### config.mk
export PLATFORM = sky130hd
export DESIGN_NAME = load_extend_ctrl
export DESIGN_NICKNAME = d
export VERILOG_FILES = /design/src/rtl/load_pkg.sv /design/src/rtl/load_extract.sv /design/src/rtl/load_extend_ctrl.sv
export SDC_FILE = /design/constraint.sdc
export NUM_CORES = 1
export LEC_CHECK = 0
export ABC_CLOCK_PERIOD_IN_PS = 4570
export BUFFER_PORTS_ARGS = -buffer_cell sky130_fd_sc_hd__buf_2
export CAP_MARGIN = 25
export CORE_MARGIN = 1
export CORE_UTILIZATION = 54
export CTS_CLUSTER_DIAMETER = 150
export CTS_CLUSTER_SIZE = 40
export DETAILED_ROUTE_END_ITERATION = 12
export HOLD_SLACK_MARGIN = 0.1
export PLACE_DENSITY = 0.86
export SLEW_MARGIN = 30
export SYNTH_ARGS = -nofsm -noshare
export SYNTH_HDL_FRONTEND = slang
export SYNTH_SLANG_ARGS = --single-unit
export TNS_END_PERCENT = 100
### constraint.sdc
create_clock -name clk -period 4.57 [get_ports clk]
set_input_delay 0.457 -clock clk [delete_from_list [all_inputs] [get_ports clk]]
set_output_delay 0.457 -clock clk [all_outputs]
set_load 0.02 [all_outputs]
### src/rtl/load_pkg.sv
// load_pkg: shared funct3 codes, FSM state encoding and alignment helper for the load path.
package load_pkg;

    localparam logic [2:0] F3_LB  = 3'b000;
    localparam logic [2:0] F3_LH  = 3'b001;
    localparam logic [2:0] F3_LW  = 3'b010;
    localparam logic [2:0] F3_LBU = 3'b100;
    localparam logic [2:0] F3_LHU = 3'b101;

    typedef enum logic [1:0] {IDLE, ISSUE, WAIT, RESP} state_t;

    // Halfwords need an even address, words need a 4-byte aligned address.
    function automatic logic misaligned(input logic [2:0] f3, input logic [1:0] off);
        return ((f3 == F3_LH || f3 == F3_LHU) && off[0]) || (f3 == F3_LW && off != 2'b00);
    endfunction

endpackage

### src/rtl/load_extract.sv
// load_extract: selects the addressed byte/halfword of a little-endian word and extends it per funct3.
module load_extract
    import load_pkg::*;
(
    input  logic [31:0] rdata,
    input  logic [1:0]  off,
    input  logic [2:0]  funct3,
    output logic [31:0] data,
    output logic        illegal
);

    logic [7:0]  b;
    logic [15:0] h;

    always_comb begin
        b       = rdata[{off, 3'b000} +: 8];
        h       = off[1] ? rdata[31:16] : rdata[15:0];
        illegal = !(funct3 inside {F3_LB, F3_LH, F3_LW, F3_LBU, F3_LHU});
        data    = funct3 == F3_LB  ? {{24{b[7]}}, b}  :
                  funct3 == F3_LH  ? {{16{h[15]}}, h} :
                  funct3 == F3_LW  ? rdata            :
                  funct3 == F3_LBU ? {24'b0, b}       :
                  funct3 == F3_LHU ? {16'b0, h}       : 32'b0;
    end

endmodule

### src/rtl/load_extend_ctrl.sv
// load_extend_ctrl: single-outstanding RV32I load unit: word read, byte/half extraction, valid/ready response.
// Optional misalignment trap enabled by defining LOAD_MISALIGN_TRAP_EN.
module load_extend_ctrl
    import load_pkg::*;
#(
    parameter int TIMEOUT_CYCLES = 16,
    parameter int CNT_W          = 5
) (
    input  logic        clk,
    input  logic        reset,
    input  logic        req_valid,
    output logic        req_ready,
    input  logic [31:0] req_addr,
    input  logic [2:0]  req_funct3,
    output logic        mem_rd_en,
    output logic [31:0] mem_addr,
    input  logic        mem_rvalid,
    input  logic [31:0] mem_rdata,
    output logic        rsp_valid,
    input  logic        rsp_ready,
    output logic [31:0] rsp_data,
    output logic        rsp_err
);

    state_t             state, state_d;
    logic [31:0]        addr_q, addr_d, data_q, data_d, ext_data;
    logic [2:0]         f3_q, f3_d;
    logic [CNT_W-1:0]   cnt, cnt_d;
    logic               err_q, err_d, ext_illegal, trap;

    // The extractor also screens the incoming funct3 while idle, so it sees the live request then.
    load_extract u_extract (
        .rdata   (mem_rdata),
        .off     (addr_q[1:0]),
        .funct3  (state == IDLE ? req_funct3 : f3_q),
        .data    (ext_data),
        .illegal (ext_illegal)
    );

`ifdef LOAD_MISALIGN_TRAP_EN
    assign trap = misaligned(req_funct3, req_addr[1:0]);
`else
    assign trap = 1'b0;
`endif

    assign req_ready = state == IDLE && !reset;
    assign mem_rd_en = state == ISSUE;
    assign mem_addr  = {addr_q[31:2], 2'b00};
    assign rsp_valid = state == RESP;
    assign rsp_data  = data_q;
    assign rsp_err   = err_q;

    always_comb begin
        state_d = state;
        addr_d  = addr_q;
        f3_d    = f3_q;
        cnt_d   = cnt;
        data_d  = data_q;
        err_d   = err_q;
        case (state)
            IDLE: if (req_valid) begin
                addr_d  = req_addr;
                f3_d    = req_funct3;
                data_d  = 32'b0;
                err_d   = ext_illegal || trap;
                state_d = (ext_illegal || trap) ? RESP : ISSUE;
            end
            ISSUE: begin
                cnt_d   = '0;
                state_d = WAIT;
            end
            WAIT: if (mem_rvalid) begin
                data_d  = ext_data;
                err_d   = 1'b0;
                state_d = RESP;
            end else if (cnt == CNT_W'(TIMEOUT_CYCLES - 1)) begin
                data_d  = 32'b0;
                err_d   = 1'b1;
                state_d = RESP;
            end else begin
                cnt_d   = cnt + CNT_W'(1);
            end
            RESP: state_d = rsp_ready ? IDLE : RESP;
        endcase
    end

    always_ff @(posedge clk) begin
        if (reset) begin
            state  <= IDLE;
            addr_q <= 32'b0;
            f3_q   <= 3'b0;
            cnt    <= '0;
            data_q <= 32'b0;
            err_q  <= 1'b0;
        end else begin
            state  <= state_d;
            addr_q <= addr_d;
            f3_q   <= f3_d;
            cnt    <= cnt_d;
            data_q <= data_d;
            err_q  <= err_d;
        end
    end

endmodule

==> results.json <==
{
  "irDropWorstVdd_mv": 0.246,
  "crit_buf_inv": 1,
  "power.total_mw": 2.44,
  "yosysTopAreaCellShare": 0.388,
  "mappedNetlistArea_mm2": 0.00387,
  "dp_hpwl_mm": 6.78,
  "cts.sinks": 75,
  "tightestPinTransition_ns": 0.879,
  "drv_slew": 0,
  "synth_edf_count": 0,
  "cts_buffer_depth": 2,
  "seq_area_frac_synth": 0.388,
  "async_flop_share": 0,
  "syn_inst": 476,
  "power.density_mw_per_mm2": 548,
  "vias": 3688,
  "cp.required_ns": 4.78,
  "post_cts_buffers": 0,
  "maxCapViolations": 0,
  "synthMuxAreaShare": 0.0573,
  "r2r_slack_ns": 1.85,
  "track_usage": 0.262,
  "rsz0062_at_grt": "false",
  "io_buffers": 137,
  "period_share": 0.595,
  "die_h_um": 86.6,
  "setup_viol_count_final": 0,
  "cts_hold_buffers": 0,
  "synthTopCellsByArea": "dfxtp_1 39%, a21oi_1 11%, nand2_1 11%",
  "nets": 640,
  "clkSlewWorstSetupHoldPaths_ns": 0.08,
  "min_period_ns": 2.72,
  "cpMaxStageDelayCell": "ha_1",
  "synth_xor_area_frac": 0,
  "status": "complete, no violations",
  "fmax_mhz": 368,
  "num_io_pins": 140,
  "grt_max_degree": 47,
  "gp_congestion": 0.848,
  "htree_num_levels": 3,
  "critPathKind": "reg -> reg",
  "leakagePower_nw": 1.92,
  "crit_end": "rsp_data[7]",
  "cp-end-kind": "flip-flop",
  "start_util": 0.563,
  "synth_compound_area_frac": 0.224,
  "synthSimpleGateAreaFrac": 0.188,
  "relSlewSlack": 0.414,
  "grt_overflow_total": 0,
  "cp-start-kind": "flip-flop",
  "yosysTopAreaCell": "dfxtp_1",
  "drc": 0,
  "r2r_end": "rsp_data[7]",
  "core_mm2": 0.00687,
  "min_path_type": "in -> reg",
  "hold_viol": 0,
  "post_drt_wl_per_cell_um": 14.5,
  "startpoint": "state[0]",
  "r2r_cells": 7,
  "fin_skew_ns": 0.00894,
  "die_w_um": 86.6,
  "grt_pass1_vias": 3293,
  "synth-seq-cells": 75,
  "crit_arrival_ns": 2.93,
  "die_area_mm2": 0.00750,
  "cts_resized": 0,
  "utilization": 0.648,
  "antenna_cells": 0,
  "vias_per_cell": 5.56,
  "crit_path_max_fanout": 22,
  "cts_tree": "done",
  "critPathTopFamily": "compound AO/OA/AOI/OAI gates",
  "clk_latency_ns": 0.35,
  "finalWirelength_mm": 9.63,
  "ys.flop_type": "dfxtp_1",
  "avgSynthCellArea_um2": 8.12,
  "rows": 30,
  "first_pass_iters": 8,
  "drive_above_1_share": 0.321,
  "ys_warn_count": 0,
  "dr.first_iter.drc_count": 236,
  "antenna_left": 0,
  "cts_made_buffers": 9,
  "synth_top_family_by_area": "compound AO/OA/AOI/OAI gates",
  "synth_fa_ha_area_frac": 0.0194,
  "grt_antenna_before_repair": 0,
  "grt_pass1_wl_mm": 15.3,
  "critPathMaxStageDelay_ns": 0.63,
  "crit_chain": "inv_1 > ha_1 > nor3_2 > a21oi_4 > nand2_2 > a221oi_2 > o21ai_1",
  "cp.depth": 7,
  "area_growth_pct": 15.1,
  "rr_startpoint": "state[0]",
  "setup_tns_ns": 0,
  "ys_types": 50,
  "cts_root_buf": "clkbuf_8"
}
## cells in the mapped netlist, types with 2 or more instances
library cell and n:
o21ai_0 22, mux2i_1 2, o21ai_1 18, nor2b_1 2, inv_1 8, buf_2 10
a22oi_1 2, a21boi_0 3, a21oi_1 82, ha_1 6, clkbuf_1 11, nor2_1 16
a221oi_1 4, buf_6 7, dfxtp_1 75, mux4_2 7, a221oi_2 2, o211ai_1 2
nand2_1 109, nor3_1 4, a211oi_1 2, mux2_4 2, nor3b_1 2, nand3_1 16
a21o_1 2, buf_4 36
## per-layer routing
metal	track usage	vias to the layer above	routed length [µm]
met2	0.416	213	4440
met4	0.141	0	351
met3	0.0638	39	798
li1	-	1772	-
met1	0.330	1664	4040
met5	0	-	0
## cell type report
class / count / area [µm²]
fill: 579 / 2420
multi-input combinational: 330 / 1910
sequential: 75 / 1500
timing repair buffer: 138 / 693
clock buffer: 12 / 145
tap: 96 / 120
clock inverter: 4 / 50.0
inverter: 8 / 30.0
## report_power, final
group          total, mW  switching (mW)  leakage (nW)  internal (mW)
Clock              0.512           0.245        0.0926          0.267
Sequential         0.796          0.0572         0.610          0.739
Combinational       1.13           0.760          1.22          0.372
## kinds of logic after synthesis
kind of cell / after synthesis
fa+ha+maj: 6
mux: 12
compound gates: 147
simple gates: 163
buf+inv: 72
flops: 75
other cells: 1
## registers in the layout, summed over array words and instances, names as in the netlist
signal / flops
addr_q: 32
rsp_data: 32
cnt: 5
f3_q: 3
state: 2
rsp_err: 1
## worst min-delay path by stage
stage | startpoint | to | slack (ns) | cells after the start
after floorplan | addr_q[10] | addr_q[10] | 0.44 | 2
after global placement | rsp_data[10] | rsp_data[10] | 0.43 | 2
after detailed placement | rsp_data[9] | rsp_data[9] | 0.44 | 2
after CTS | req_addr[10] | addr_q[10] | 0.33 | 3
after global routing | req_addr[27] | addr_q[27] | 0.33 | 3
final | req_addr[28] | addr_q[28] | 0.34 | 3
## worst register-to-register path, cell delays in order, from the launching register on
cell and delay, ns:
dfxtp_1 0.35, inv_1 0.09, ha_1 0.63, nor3_2 0.12
a21oi_4 0.54, nand2_2 0.35, a221oi_2 0.42, o21ai_1 0.10
## per-stage QoR
step | instance area, µm² | hold slack, ns | worst slack [ns] | instances
after detailed placement | 4250 | 0.437 | 1.94 | 647
after floorplan | 3870 | 0.437 | 2.74 | 477
after CTS | 4450 | 0.327 | 1.94 | 663
after global routing | 4450 | 0.334 | 1.61 | 663
final | 4450 | 0.342 | 1.85 | 663
after global placement | 4250 | 0.432 | 2.00 | 647
## cells in the final DEF, fill, tap and decap left out, drive strengths merged, types with 3 or more instances in the layout
master / count
nor3: 6
nand2: 110
mux4: 7
nand3: 17
a21oi: 83
a221oi: 6
mux2i: 3
a21boi: 3
dfxtp: 75
clkbuf: 12
buf: 138
nor2: 17
inv: 8
ha: 6
o21ai: 42
No activity file was read; power rests on OpenSTA's default activity.
